[config.mk]
export PLATFORM = sky130hd
export DESIGN_NAME = mimi_wb_loader
export DESIGN_NICKNAME = d
export VERILOG_FILES = /design/src/rtl/mimi_loader_pkg.sv /design/src/rtl/mimi_crc32_word.sv /design/src/rtl/mimi_wb_loader.sv
export SDC_FILE = /design/constraint.sdc
export NUM_CORES = 1
export LEC_CHECK = 0
export CORE_MARGIN = 1
export CORE_UTILIZATION = 42
export CTS_CLUSTER_SIZE = 20
export DETAILED_ROUTE_END_ITERATION = 8
export PLACE_DENSITY = 0.87
export SLEW_MARGIN = 25
export SYNTH_ARGS = -nofsm -noshare
export SYNTH_HDL_FRONTEND = slang
export SYNTH_SLANG_ARGS = --single-unit
[constraint.sdc]
create_clock -name wb_clk_i -period 2.65 [get_ports wb_clk_i]
set_input_delay 0.53 -clock wb_clk_i [delete_from_list [all_inputs] [get_ports wb_clk_i]]
set_output_delay 0.53 -clock wb_clk_i [all_outputs]
set_load 0.005 [all_outputs]
[src/rtl/mimi_loader_pkg.sv]
// Shared types and constants for the mimi program-RAM loader.
// Latency: n/a (declarations only).
// Backpressure: n/a.
package mimi_loader_pkg;

  typedef enum logic [2:0] {
    S_IDLE,
    S_RD,
    S_RMW_RD,
    S_RMW_WR,
    S_ACK
  } state_t;

  localparam logic [15:0] OFF_CTRL   = 16'h0000;
  localparam logic [15:0] OFF_STATUS = 16'h0004;
  localparam logic [15:0] OFF_CRC    = 16'h0008;

  localparam logic [31:0] CRC_POLY = 32'h04C11DB7;
  localparam logic [31:0] CRC_INIT = 32'hFFFFFFFF;

  // Bit-reverse a word; used to derive the reflected polynomial.
  function automatic logic [31:0] bit_reverse32(input logic [31:0] v);
    logic [31:0] r;
    r = '0;
    for (int i = 0; i < 32; i++) r[i] = v[31-i];
    return r;
  endfunction

  // Replace the bytes of old_w selected by sel with the bytes of new_w.
  function automatic logic [31:0] merge_bytes(input logic [31:0] old_w,
                                              input logic [31:0] new_w,
                                              input logic [3:0]  sel);
    logic [31:0] r;
    r = old_w;
    for (int i = 0; i < 4; i++) begin
      if (sel[i]) r[8*i +: 8] = new_w[8*i +: 8];
    end
    return r;
  endfunction

endpackage

[src/rtl/mimi_crc32_word.sv]
// Reflected CRC-32 next-state for one 32-bit word, low byte first.
// Latency: combinational.
// Backpressure: none.
module mimi_crc32_word
  import mimi_loader_pkg::*;
(
  input  logic [31:0] crc_in,
  input  logic [31:0] data,
  output logic [31:0] crc_out
);

  localparam logic [31:0] POLY_R = bit_reverse32(CRC_POLY);

  // Thirty-two LSB-first shift/xor steps over the word.
  always_comb begin
    crc_out = crc_in ^ data;
    for (int i = 0; i < 32; i++) begin
      crc_out = crc_out[0] ? ((crc_out >> 1) ^ POLY_R) : (crc_out >> 1);
    end
  end

endmodule

[src/rtl/mimi_wb_loader.sv]
// Wishbone slave loading/inspecting the mimi program RAM and driving cpu run/reset.
// Latency stb->ack: register 1, full write 1, read 2, partial write (RMW) 3 cycles.
// Backpressure: one access at a time; a new request is taken the cycle after ack.
// Build option: MIMI_LOADER_CRC_EN adds a CRC-32 over committed RAM word writes.
module mimi_wb_loader #(
  parameter logic [15:0] BASE_HI    = 16'h3000,
  parameter int unsigned RAM_AW     = 11,
  parameter logic [15:0] RAM_OFFSET = 16'h2000
) (
  input  logic              wb_clk_i,
  input  logic              wb_rst_i,
  input  logic              wbs_stb_i,
  input  logic              wbs_cyc_i,
  input  logic              wbs_we_i,
  input  logic [3:0]        wbs_sel_i,
  input  logic [31:0]       wbs_adr_i,
  input  logic [31:0]       wbs_dat_i,
  output logic              wbs_ack_o,
  output logic [31:0]       wbs_dat_o,
  output logic              mem_req,
  output logic              mem_we,
  output logic [RAM_AW-1:0] mem_addr,
  output logic [31:0]       mem_wdata,
  input  logic [31:0]       mem_rdata,
  output logic              cpu_reset
);
  import mimi_loader_pkg::*;

  localparam int unsigned RAM_BYTES = 4 << RAM_AW;
  localparam logic [16:0] RAM_END   = {1'b0, RAM_OFFSET} + 17'(RAM_BYTES);

  state_t            state_q, state_d;
  logic [RAM_AW-1:0] addr_q;
  logic [31:0]       wdata_q;
  logic [3:0]        sel_q;
  logic              abort_q;
  logic [31:0]       dat_q;
  logic              run_q;
  logic              cpu_reset_q;
  logic              drop_q;
  logic [31:0]       reg_rdata;
  logic [31:0]       crc_view;

  logic [15:0] off;
  logic        hit, is_ram, is_ctrl, is_status, is_crc, take;

  assign off       = wbs_adr_i[15:0];
  assign hit       = wbs_cyc_i & wbs_stb_i & (wbs_adr_i[31:16] == BASE_HI);
  assign is_ram    = ({1'b0, off} >= {1'b0, RAM_OFFSET}) && ({1'b0, off} < RAM_END);
  assign is_ctrl   = (off == OFF_CTRL);
  assign is_status = (off == OFF_STATUS);
  assign is_crc    = (off == OFF_CRC);
  assign take      = (state_q == S_IDLE) && hit;

  assign wbs_dat_o = dat_q;
  assign cpu_reset = cpu_reset_q;

`ifdef MIMI_LOADER_CRC_EN
  logic [31:0] crc_q, crc_next;
  logic        crc_clear;

  mimi_crc32_word u_crc (
    .crc_in  (crc_q),
    .data    (mem_wdata),
    .crc_out (crc_next)
  );

  // Reinit on a write to the CRC register or on a run 0->1 edge.
  assign crc_clear = take && wbs_we_i &&
                     (is_crc || (is_ctrl && wbs_sel_i[0] && wbs_dat_i[0] && !run_q));
  assign crc_view  = ~crc_q;

  // CRC accumulates every word actually written to the SRAM.
  always_ff @(posedge wb_clk_i) begin
    if (wb_rst_i)              crc_q <= CRC_INIT;
    else if (crc_clear)        crc_q <= CRC_INIT;
    else if (mem_req && mem_we) crc_q <= crc_next;
  end
`else
  assign crc_view = '0;
`endif

  // Register read mux; unmapped offsets read as zero.
  always_comb begin
    reg_rdata = '0;
    if (is_ctrl)        reg_rdata = {31'b0, run_q};
    else if (is_status) reg_rdata = {30'b0, drop_q, ~cpu_reset_q};
    else if (is_crc)    reg_rdata = crc_view;
  end

  // Next-state and SRAM/ack outputs; reset squashes any request or ack in flight.
  always_comb begin
    state_d   = state_q;
    mem_req   = 1'b0;
    mem_we    = 1'b0;
    mem_addr  = addr_q;
    mem_wdata = wdata_q;
    wbs_ack_o = 1'b0;
    case (state_q)
      S_IDLE: begin
        mem_addr  = wbs_adr_i[RAM_AW+1:2];
        mem_wdata = wbs_dat_i;
        if (hit) begin
          state_d = S_ACK;
          if (is_ram && cpu_reset_q) begin
            if (!wbs_we_i) begin
              mem_req = 1'b1;
              state_d = S_RD;
            end else if (wbs_sel_i == 4'hF) begin
              mem_req = 1'b1;
              mem_we  = 1'b1;
            end else if (wbs_sel_i != 4'h0) begin
              state_d = S_RMW_RD;
            end
          end
        end
      end
      S_RD:     state_d = S_ACK;
      S_RMW_RD: begin
        mem_req = 1'b1;
        state_d = S_RMW_WR;
      end
      S_RMW_WR: begin
        mem_req   = 1'b1;
        mem_we    = 1'b1;
        mem_wdata = merge_bytes(mem_rdata, wdata_q, sel_q);
        state_d   = S_ACK;
      end
      S_ACK: begin
        wbs_ack_o = !abort_q && wbs_cyc_i;
        state_d   = S_IDLE;
      end
      default: state_d = S_IDLE;
    endcase
    if (wb_rst_i) begin
      mem_req   = 1'b0;
      mem_we    = 1'b0;
      wbs_ack_o = 1'b0;
      state_d   = S_IDLE;
    end
  end

  // FSM state register.
  always_ff @(posedge wb_clk_i) begin
    if (wb_rst_i) state_q <= S_IDLE;
    else          state_q <= state_d;
  end

  // Request capture, register file, read data and cyc-abort tracking.
  always_ff @(posedge wb_clk_i) begin
    if (wb_rst_i) begin
      addr_q      <= '0;
      wdata_q     <= '0;
      sel_q       <= '0;
      abort_q     <= 1'b0;
      dat_q       <= '0;
      run_q       <= 1'b0;
      cpu_reset_q <= 1'b1;
      drop_q      <= 1'b0;
    end else begin
      cpu_reset_q <= ~run_q;
      if (take) begin
        addr_q  <= wbs_adr_i[RAM_AW+1:2];
        wdata_q <= wbs_dat_i;
        sel_q   <= wbs_sel_i;
        abort_q <= 1'b0;
        if (!is_ram) begin
          dat_q <= reg_rdata;
        end else if (!cpu_reset_q) begin
          dat_q  <= '0;
          drop_q <= 1'b1;
        end
        if (wbs_we_i && is_ctrl && wbs_sel_i[0]) run_q <= wbs_dat_i[0];
        if (wbs_we_i && is_status && wbs_sel_i[0] && wbs_dat_i[1]) drop_q <= 1'b0;
      end else if (state_q != S_IDLE && !wbs_cyc_i) begin
        abort_q <= 1'b1;
      end
      if (state_q == S_RD) dat_q <= mem_rdata;
    end
  end

endmodule

==> summary.txt <==
Worst setup path
  • Slowest-stage cell, CP: or4_4
  • Worst Setup Start Kind: input port
  • Worst Path Buf+Inv: 2
  • Cell Chain, Critical Path: dlygate4sd2_1, or4_4, nor4_4, and3_4, nand3_2, a21oi_2, buf_2
  • Setup Crit Path Kind: in -> out
  • Critical path data arrival time: 2070 ps
  • Max Fanout on Critical Path: 3
  • Worst setup EP type: primary output
  • Top delay family on crit path: simple AND/OR/NAND/NOR gates
  • Crit path largest cell delay: 520 ps
  • WP data required: 2120 ps

Clock tree
  • Root buffer cell: clkbuf_8
  • Hold Buf Count CTS: 0
  • Num CTS Buffers: 9
  • Clk sink count: 86
  • CTS max path bufs: 2
  • Clock latency on the worst-skew pair: 350 ps
  • Clock transition at path regs: 80 ps
  • TritonCTS clock tree: done
  • H-tree Lvls: 3

Synth
  • Mapped cell area: 3980 um^2
  • Area share of the largest cell type after synthesis: 43.2%
  • Yosys reg bits: 86
  • Yosys Warn Count: 0
  • Post-synth net total: 640
  • Area contributors post-synth: dfxtp_1, nand2_1, a21oi_1
  • Synth cell types: 34
  • Seq/Total Area, Yosys: 43.2%
  • Post-synth top area cell: dfxtp_1
  • Synth Area per Inst: 7.44 um^2
  • Mapped Cells: 535

Power and ir drop
  • Gate power share: 13.5%
  • Switching share of power: 22.7%
  • Int Power: 1.96 mW
  • Net switching power: 575 uW
  • Power per cell area: 392 nW/um^2
  • Sequential Power Share: 50.7%
  • Clock group share of total power: 35.7%
  • Worst VDD drop: 0.219 mV
  • Lkg Pwr: 2.69 nW

Drt
  • First-pass iteration count of the detailed router: 9
  • Wire per inst: 16.9 um
  • Routed WL: 14300 um
  • Vias per inst: 5.69
  • DRT iter0 DRCs: 440
  • Remaining antenna violation count: 0
  • Via Count: 4828
  • DRC: 0

Floorplan
  • Die ar.: 9880 um^2
  • Die X: 99.4 um
  • Initial Util: 43.3%
  • I/O Pins: 184
  • Row count: 35
  • Die height: 99.4 um
  • Core ar.: 9200 um^2

Final layout
  • N_diodes: 0
  • Finished Layout Cells: 848
  • Share of layout cells above drive strength 1: 12.3%
  • Syn-to-layout area delta: 62.4%
  • Final nets: 838
  • Design Area, Final: 6470 um^2

Placed design
  • Gpl congestion: 0.827
  • PortBufs: 183
  • Placed Instances: 822
  • Pre-CTS worst setup slack: -599 ps
  • Placed inst area: 6040 um^2
  • Post-DP HPWL: 9880 um

GRT
  • All-Layer GR Usage: 27.8%
  • Largest net degree at the start of global routing: 53
  • First-pass GRT wire length: 21800 um
  • Antenna violations before repair: 0
  • Grt ovf: 0
  • Number of global-route vias before repair: 4746

STA
  • Endpoints failing setup: 0
  • Hold slack final: 458 ps
  • Fin crit share: 98.1%
  • Final Max Slew Viols: 0
  • Setup TNS: 0 ps
  • Endpoints failing hold: 0
  • Setup ws final: 50.6 ps
  • Max transition margin: 52.1%
  • Minimum clock period after layout: 2600 ps
  • FMAX: 0.385 GHz
  • Worst Clk Skew: 8.96 ps
  • Worst-Margin Slew: 717 ps

Job
  • Max-Cap Viols: 0

Run status
  • Status: completed

Hold path
  • Hold WC Path Type: reg -> reg
==> cell usage in the layout, fill, tap and decap left out, types with 4 or more instances in the layout <==
master,instances
nand3_1,34
a222oi_1,32
nor3_1,6
clkdlybuf4s15_1,4
nand4_1,5
buf_2,4
dlygate4sd2_1,5
inv_1,33
nor2_1,17
a21oi_1,73
dlymetal6s2s_1,31
a21oi_2,9
clkbuf_8,10
clkdlybuf4s50_1,139
buf_4,41
nand2_1,164
dfxtp_1,83
a21o_4,4
==> worst min-delay path, delay by kind of cell, from the launching register on <==
family | cells | cell delay (ps)
compound gates | 1 | 50
flops | 1 | 320
simple gates | 1 | 50
==> through the flow <==
step	power [mW]	util, %
2_1_floorplan	1.40	-
3_3_place_gp	1.66	65.7
3_5_place_dp	1.67	65.7
4_1_cts	2.55	68.5
5_1_grt	2.64	70.3
6_report	2.54	70.3
==> worst paths after layout <==
kind / depth (start not counted) / end / slack (ps) / from
worst min-delay path: 2 / wdata_q[6] / 460 / wdata_q[6]
worst min register to register: 2 / wdata_q[6] / 460 / wdata_q[6]
worst max-delay path: 7 / mem_we / 50 / wbs_adr_i[19]
worst max register to register: 9 / wdata_q[29] / 520 / state_q[2]
==> routing by layer <==
layer | track usage, % | wire (um) | vias to the layer above
met3 | 5.34 | 1100 | 33
li1 | - | - | 2244
met4 | 13.3 | 363 | 0
met5 | 0 | 0 | -
met1 | 30.5 | 5380 | 2281
met2 | 51.1 | 7460 | 270
==> cell usage after synthesis (all sizes together) <==
master and n:
and3 2, clkbuf 30, o21a 3, a21oi 82, and3b 1, nand4 5, dfxtp 86, nand3 36
a222oi 32, a221oi 2, nor2b 1, a21o 4, nand4bb 1, mux2i 1, o2111ai 1, inv 33
nor2 18, nor3 7, or3 1, nand2b 2, buf 9, a31o 1, a41oi 1, o21ai 2
or4 3, and2 1, nor4 5, nand2 165
==> power groups by stage <==
stage               sequential [mW]  clock [mW]  combinational [mW]
floorplan                      1.32           0              0.0771
global placement               1.32           0               0.342
detailed placement             1.32           0               0.347
CTS                            1.29       0.914               0.345
global route                   1.29       0.995               0.362
finish                         1.29       0.907               0.343
==> flip-flops by register name, indices dropped and copies added (netlist names) <==
name       count
state_q        3
run_q          1
abort_q        1
cpu_reset      1
wdata_q       32
addr_q        11
wbs_dat_o     32
drop_q         1
sel_q          4
==> cell type report <==
class,count,area (um^2)
sequential,86,1730
tap,111,139
clock buffer,11,141
clock inverter,4,47.5
multi-input combinational,377,2050
fill,724,2730
timing repair buffer,226,2230
inverter,33,124
==> cells by family after synthesis <==
kind of cell / count (synthesis) / synth area share, %
AOI/OAI and AO/OA: 128 / 21.8
and+or+nand+nor: 248 / 27.3
buffers and inverters: 72 / 7.41
DFF: 86 / 43.2
muxes: 1 / 0.251
==> repair_timing <==
action,in CTS,in global routing
gates resized for setup,41,40
endpoints found under the setup margin,34,38
buffers inserted,6,5
pin swaps,9,34
No activity file was read; power rests on OpenSTA's default activity.
